[src/rtl/reveal_flood_ctrl.sv]
// rtl/reveal_flood_ctrl.sv - breadth-first flood-fill reveal engine; optional macro REVEAL_CNT_EN
module reveal_flood_ctrl #(
  parameter int X_W         = 5,
  parameter int Y_W         = 4,
  parameter int QUEUE_DEPTH = 64
) (
  input  logic           pixel_clk,
  input  logic           rst_n,
  input  logic           start_i,
  input  logic [X_W-1:0] start_x_i,
  input  logic [Y_W-1:0] start_y_i,
  input  logic [X_W-1:0] field_width_i,
  input  logic [Y_W-1:0] field_height_i,
  output logic           busy_o,
  output logic           done_o,
  output logic           mine_hit_o,
  output logic           overflow_o,
  output logic           mem_req_o,
  output logic           mem_we_o,
  output logic [X_W-1:0] mem_x_o,
  output logic [Y_W-1:0] mem_y_o,
  input  logic           mem_gnt_i,
  input  logic [6:0]     mem_rdata_i,
  output logic [9:0]     revealed_cnt_o
);
  localparam int PTR_W = $clog2(QUEUE_DEPTH);
  localparam logic [PTR_W:0] PTR_ONE = 1;
  localparam logic [X_W:0]   ONE_X   = 1;
  localparam logic [Y_W:0]   ONE_Y   = 1;

  typedef enum logic [2:0] {
    S_IDLE, S_POP, S_RD_REQ, S_RD_WAIT, S_DECIDE, S_WR_REQ, S_EXPAND, S_DONE
  } state_t;

  state_t state_q, state_d;

  logic [X_W-1:0] q_x [QUEUE_DEPTH];
  logic [Y_W-1:0] q_y [QUEUE_DEPTH];
  logic [PTR_W:0] wr_ptr_q, rd_ptr_q;
  logic           q_empty, q_full, push, pop;
  logic [X_W-1:0] push_x;
  logic [Y_W-1:0] push_y;

  logic [X_W-1:0] cur_x_q;
  logic [Y_W-1:0] cur_y_q;
  logic [6:0]     cell_q;
  logic           first_q, mine_q, ovf_q;
  logic [2:0]     nbr_q;

  logic [X_W:0]   lim_x, nb_x;
  logic [Y_W:0]   lim_y, nb_y;
  logic           nb_ok;

  assign q_empty = (wr_ptr_q == rd_ptr_q);
  assign q_full  = (wr_ptr_q[PTR_W] != rd_ptr_q[PTR_W]) &&
                   (wr_ptr_q[PTR_W-1:0] == rd_ptr_q[PTR_W-1:0]);

  // A zero field dimension stands for the full 2^W extent (a 16-row field on a 4-bit port)
  assign lim_x = (field_width_i  == '0) ? {1'b1, {X_W{1'b0}}} : {1'b0, field_width_i};
  assign lim_y = (field_height_i == '0) ? {1'b1, {Y_W{1'b0}}} : {1'b0, field_height_i};

  // Neighbour for the current EXPAND step; stepping below zero wraps to all-ones and fails the limit compare
  always_comb begin
    nb_x = {1'b0, cur_x_q};
    nb_y = {1'b0, cur_y_q};
    case (nbr_q)
      3'd0, 3'd3, 3'd5: nb_x = {1'b0, cur_x_q} - ONE_X;
      3'd2, 3'd4, 3'd7: nb_x = {1'b0, cur_x_q} + ONE_X;
      default: ;
    endcase
    case (nbr_q)
      3'd0, 3'd1, 3'd2: nb_y = {1'b0, cur_y_q} - ONE_Y;
      3'd5, 3'd6, 3'd7: nb_y = {1'b0, cur_y_q} + ONE_Y;
      default: ;
    endcase
    nb_ok = (nb_x < lim_x) && (nb_y < lim_y);
  end

  // Next-state logic plus queue push/pop strobes
  always_comb begin
    state_d = state_q;
    push    = 1'b0;
    pop     = 1'b0;
    push_x  = nb_x[X_W-1:0];
    push_y  = nb_y[Y_W-1:0];
    case (state_q)
      S_IDLE: begin
        if (start_i) begin
          push    = 1'b1;
          push_x  = start_x_i;
          push_y  = start_y_i;
          state_d = S_POP;
        end
      end
      S_POP: begin
        if (q_empty) begin
          state_d = S_DONE;
        end else begin
          pop     = 1'b1;
          state_d = S_RD_REQ;
        end
      end
      S_RD_REQ:  if (mem_gnt_i) state_d = S_RD_WAIT;
      S_RD_WAIT: state_d = S_DECIDE;
      S_DECIDE:  state_d = (cell_q[5] || cell_q[6] || cell_q[4]) ? S_POP : S_WR_REQ;
      S_WR_REQ:  if (mem_gnt_i) state_d = (cell_q[3:0] == 4'd0) ? S_EXPAND : S_POP;
      S_EXPAND: begin
        push = nb_ok && !q_full;
        if (nbr_q == 3'd7) state_d = S_POP;
      end
      S_DONE:  state_d = S_IDLE;
      default: state_d = S_IDLE;
    endcase
  end

  // State register
  always_ff @(posedge pixel_clk or negedge rst_n) begin
    if (!rst_n) state_q <= S_IDLE;
    else        state_q <= state_d;
  end

  // Queue pointers; the extra MSB tells full from empty
  always_ff @(posedge pixel_clk or negedge rst_n) begin
    if (!rst_n) begin
      wr_ptr_q <= '0;
      rd_ptr_q <= '0;
    end else begin
      if (push) wr_ptr_q <= wr_ptr_q + PTR_ONE;
      if (pop)  rd_ptr_q <= rd_ptr_q + PTR_ONE;
    end
  end

  // Queue storage; contents are only meaningful between the pointers, so no reset
  always_ff @(posedge pixel_clk) begin
    if (push) begin
      q_x[wr_ptr_q[PTR_W-1:0]] <= push_x;
      q_y[wr_ptr_q[PTR_W-1:0]] <= push_y;
    end
  end

  // Per-operation registers: current cell, read data, neighbour index and result flags
  always_ff @(posedge pixel_clk or negedge rst_n) begin
    if (!rst_n) begin
      cur_x_q <= '0;
      cur_y_q <= '0;
      cell_q  <= '0;
      nbr_q   <= '0;
      first_q <= 1'b0;
      mine_q  <= 1'b0;
      ovf_q   <= 1'b0;
    end else begin
      if (state_q == S_IDLE && start_i) begin
        first_q <= 1'b1;
        mine_q  <= 1'b0;
        ovf_q   <= 1'b0;
        nbr_q   <= '0;
      end
      if (pop) begin
        cur_x_q <= q_x[rd_ptr_q[PTR_W-1:0]];
        cur_y_q <= q_y[rd_ptr_q[PTR_W-1:0]];
      end
      if (state_q == S_RD_WAIT) cell_q <= mem_rdata_i;
      if (state_q == S_DECIDE) begin
        if (!cell_q[5] && !cell_q[6] && cell_q[4] && first_q) mine_q <= 1'b1;
        first_q <= 1'b0;
      end
      if (state_q == S_EXPAND) begin
        nbr_q <= nbr_q + 3'd1;
        if (nb_ok && q_full) ovf_q <= 1'b1;
      end
    end
  end

`ifdef REVEAL_CNT_EN
  logic [9:0] cnt_q;

  // Saturating count of cells written by the current operation, held until the next start
  always_ff @(posedge pixel_clk or negedge rst_n) begin
    if (!rst_n)                                         cnt_q <= '0;
    else if (state_q == S_IDLE && start_i)              cnt_q <= '0;
    else if (state_q == S_WR_REQ && mem_gnt_i && cnt_q != 10'h3ff) cnt_q <= cnt_q + 10'd1;
  end

  assign revealed_cnt_o = cnt_q;
`else
  assign revealed_cnt_o = '0;
`endif

  assign busy_o     = (state_q != S_IDLE) && (state_q != S_DONE);
  assign done_o     = (state_q == S_DONE);
  assign mine_hit_o = (state_q == S_DONE) && mine_q;
  assign overflow_o = ovf_q;
  assign mem_req_o  = (state_q == S_RD_REQ) || (state_q == S_WR_REQ);
  assign mem_we_o   = (state_q == S_WR_REQ);
  assign mem_x_o    = cur_x_q;
  assign mem_y_o    = cur_y_q;

endmodule
[config.mk]
export PLATFORM = sky130hd
export DESIGN_NAME = reveal_flood_ctrl
export DESIGN_NICKNAME = d
export VERILOG_FILES = /design/src/rtl/reveal_flood_ctrl.sv
export SDC_FILE = /design/constraint.sdc
export NUM_CORES = 1
export LEC_CHECK = 0
export ABC_AREA = 1
export BUFFER_PORTS_ARGS = -buffer_cell sky130_fd_sc_hd__buf_4
export CAP_MARGIN = 20
export CELL_PAD_IN_SITES_DETAIL_PLACEMENT = 0
export CELL_PAD_IN_SITES_GLOBAL_PLACEMENT = 2
export CORE_MARGIN = 3
export CORE_UTILIZATION = 45
export CTS_BUF_LIST = sky130_fd_sc_hd__clkbuf_16
export DETAILED_ROUTE_END_ITERATION = 8
export HOLD_SLACK_MARGIN = 0.08
export PLACE_DENSITY_LB_ADDON = 0.25
export SLEW_MARGIN = 25
export SYNTH_ARGS = -nofsm -noshare
export SYNTH_HDL_FRONTEND = slang
export SYNTH_SLANG_ARGS = --single-unit
[constraint.sdc]
create_clock -name pixel_clk -period 7.2 [get_ports pixel_clk]
set_input_delay 0.72 -clock pixel_clk [delete_from_list [all_inputs] [get_ports pixel_clk]]
set_output_delay 0.72 -clock pixel_clk [all_outputs]
set_load 0.05 [all_outputs]
==> flow_metrics.env <==
export IMPL_worst_path_buf_inv=1
export IMPL_multiInputGateArea_um2=7560
export IMPL_min_period_ns=5.53
export IMPL_numCtsBuffers=67
export IMPL_pin_count=54
export IMPL_crit_path_start_kind="flop"
export IMPL_vias=18600
export IMPL_leakage_nw=11.9
export IMPL_netlist_area_um2=27100
export IMPL_grt_usage=0.249
export IMPL_switching_share=0.424
export IMPL_worstSetupPathType="reg -> reg"
export IMPL_grt_max_degree=218
export IMPL_crit_path_cell_trace="ha_1, ha_1, a21oi_4, nand2_1, inv_1, ha_1, nand2_1, nand2_1, a21oi_1, o21ai_0, a21oi_1, ha_1, a21oi_1, nand4_1, a21oi_4, nand3_4, nand2_4, nand2_1, nor2_1"
export IMPL_period_share=0.767
export IMPL_wl_per_cell_um=22.4
export IMPL_rows=89
export IMPL_synth_cells=2665
export IMPL_finalNetCount=2722
export IMPL_die_h_um=252
export IMPL_drc=0
export IMPL_worst_path_max_fanout=15
export IMPL_worst_pin_slew_ns=1.09
export IMPL_worstPathArrival_ns=5.73
export IMPL_port_buffers=43
export IMPL_seqCellArea_um2=18300
export IMPL_core_area_um2=59400
export IMPL_antenna_found_initial=1
export IMPL_max_freq_mhz=181
export IMPL_drtPass1Iterations=5
export IMPL_area_growth_syn_to_layout_pct=11.2
export IMPL_fin_area_um2=30200
export IMPL_p_seq_frac=0.378
export IMPL_grt_pass1_vias=18300
export IMPL_n_fill_cell=5458
export IMPL_slew_violations=0
export IMPL_min_path_type="in -> async"
export IMPL_final_common_cell="nand2_1"
export IMPL_cts_tree="yes"
export IMPL_max_stage_delay_ns=0.91
export IMPL_dieArea_um2=63300
export IMPL_post_cts_buffers=0
export IMPL_htreeDepth=3
export IMPL_synth_cell_types=37
export IMPL_p_int_mw=8.34
export IMPL_peakVddDrop_v=0.000363
export IMPL_tns_ns=0
export IMPL_status="completed"
export IMPL_dpl_instance_area_um2=28100
export IMPL_cts_resized=0
export IMPL_comb_power_share=0.394
export IMPL_setup_violations_final=0
export IMPL_drt_first_iter_violations=2036
export IMPL_grt_pass1_wl_um=116000
export IMPL_cts_path_max_buffers=3
export IMPL_cts_root_buf="clkbuf_16"
export IMPL_syn_avg_cell_area_um2=10.2
export IMPL_cp_required_ns=7.41
export IMPL_place_detailed_hpwl_um=47500
export IMPL_avgViaCountPerCell=5.31
export IMPL_critical_path_top_delay_family="simple AND/OR/NAND/NOR gates"
export IMPL_slew_headroom=0.270
export IMPL_hold_viol=0
export IMPL_hold_buffers=0
export IMPL_p_per_area_nw_per_um2=480
export IMPL_drive_gt1_frac=0.0721
export IMPL_cts_sinks=615
export IMPL_switchingPower_mw=6.13
export IMPL_rr_startpoint="nbr_q[0]"
export IMPL_start_util=0.457
export IMPL_pwr_share_clk=0.228
export IMPL_synth_warnings=0
export IMPL_clk_latency_ns=0.60
export IMPL_rsz0062_at_grt="false"
export IMPL_num_antenna_cells=0
export IMPL_synth_seq_cells=615
export IMPL_seq_area_frac_synth=0.673
export IMPL_gp_congestion=0.855
export IMPL_endpoint_kind="flop"
export IMPL_die_w_um=252
export IMPL_fin_skew_ns=0.0298
export IMPL_crit_path_top_delay_cell="nor2_1"
export IMPL_routed_wl_um=78300
export IMPL_cp_startpoint="nbr_q[0]"
export IMPL_postRouteAntennaNets=0
export IMPL_path_clk_slew_ns=0.06
export IMPL_fin_util=0.508
export IMPL_cap_viol_max_count=0
export IMPL_globalRouteOverflowTotal=0
export IMPL_layout_common_cells="nand2_1 (865), edfxtp_1 (576), nor2_1 (345)"
[final timing paths]
path / cells past startpoint / endpoint / slack (ns)
max: 19 / q_y[33][3] / 1.67
min: 1 / wr_ptr_q[5] / 0.11
max reg2reg: 19 / q_y[33][3] / 1.67
min reg2reg: 2 / first_q / 0.49
max in group asynchronous: 1 / rd_ptr_q[0] / 6.67
min in group pixel_clk: 3 / cell_q[4] / 0.35
[final cells by class]
cell class,instances,area share
repair buffers,66,0.0173
well taps,773,0.0321
multi-input cells,1724,0.250
flip-flops and latches,615,0.606
clock buffers,69,0.0572
clock inverters,47,0.0121
inverters,198,0.0250
[worst register-to-register path, stage by stage, from the launching register on]
cell and delay, ns:
dfrtp_1 0.48, ha_1 0.26, ha_1 0.23, a21oi_4 0.20
nand2_1 0.16, inv_1 0.14, ha_1 0.25, nand2_1 0.10
nand2_1 0.06, a21oi_1 0.16, o21ai_0 0.09, a21oi_1 0.15
ha_1 0.28, a21oi_1 0.16, nand4_1 0.15, a21oi_4 0.19
nand3_4 0.16, nand2_4 0.26, nand2_1 0.73, nor2_1 0.92
[sequential cells by signal, indices dropped and copies added (netlist names), 3 cells and up]
| signal | count |
|---|---|
| state_q | 3 |
| mem_x_o | 5 |
| cell_q | 7 |
| nbr_q | 3 |
| rd_ptr_q | 7 |
| q_y | 256 |
| q_x | 320 |
| wr_ptr_q | 7 |
| mem_y_o | 4 |
[synthesized netlist by cell type]
cell type	number	area share
nand3_4	2	0.0013
nor4_1	2	0.00046
clkinv_1	1	0.00014
edfxtp_1	576	0.64
nor2_1	346	0.048
dfrtp_1	39	0.036
and3_1	4	0.00092
ha_1	20	0.0092
xnor2_1	4	0.0013
nand2_4	4	0.0017
nand2_8	3	0.0022
fa_1	1	0.00074
o21ai_0	118	0.022
inv_2	4	0.00055
o211ai_1	7	0.0019
nand3b_1	1	0.00028
inv_1	193	0.027
nand2_1	870	0.12
a21oi_1	22	0.0041
nand3_1	261	0.048
nor3_1	9	0.0017
clkbuf_1	48	0.0066
buf_2	63	0.012
nand3_2	1	0.00037
o21bai_1	2	0.00055
nand4_1	8	0.0018
or2_2	5	0.0012
o22ai_1	3	0.00069
a21oi_4	2	0.0012
conb_1	1	0.00014
nor2_2	5	0.0012
nand2_2	2	0.00046
buf_4	12	0.0033
buf_1	13	0.0018
a31oi_1	3	0.00069
buf_12	1	0.00074
xor2_1	9	0.0029
[stage by stage]
step	power, mW	hold WS (ns)	cells	setup slack (ns)
finish	14.5	0.109	3492	1.67
global route	15.3	0.137	3492	1.36
CTS	14.6	0.0982	3492	1.67
detailed placement	11.3	0.474	3376	1.70
global placement	11.3	0.469	3374	1.89
floorplan	8.72	0.424	2674	3.06
[power by group through the flow]
stage          Combinational, mW  Sequential (mW)  Clock, mW
6_report                    5.70             5.47       3.30
5_1_grt                     6.26             5.50       3.50
3_5_place_dp                5.77             5.54          0
2_1_floorplan               3.23             5.50          0
4_1_cts                     5.78             5.47       3.36
3_3_place_gp                5.74             5.54          0
[cell families after synthesis]
kind of cell,after synthesis,synth area share
XOR/XNOR,13,0.00420
AND/OR/NAND/NOR,1523,0.230
AO/OA/AOI/OAI,157,0.0309
flip-flops,615,0.673
buffers and inverters,335,0.0515
other,1,0.000138
adder cells (fa/ha/maj),21,0.00996
[routing by layer]
metal	up-vias	share of wire	global-route usage
met3	119	0.061	0.0380
li1	8826	-	-
met4	0	0.025	0.0706
met5	-	0	0
met2	590	0.47	0.408
met1	9019	0.44	0.347
No activity file was read; power rests on OpenSTA's default activity.
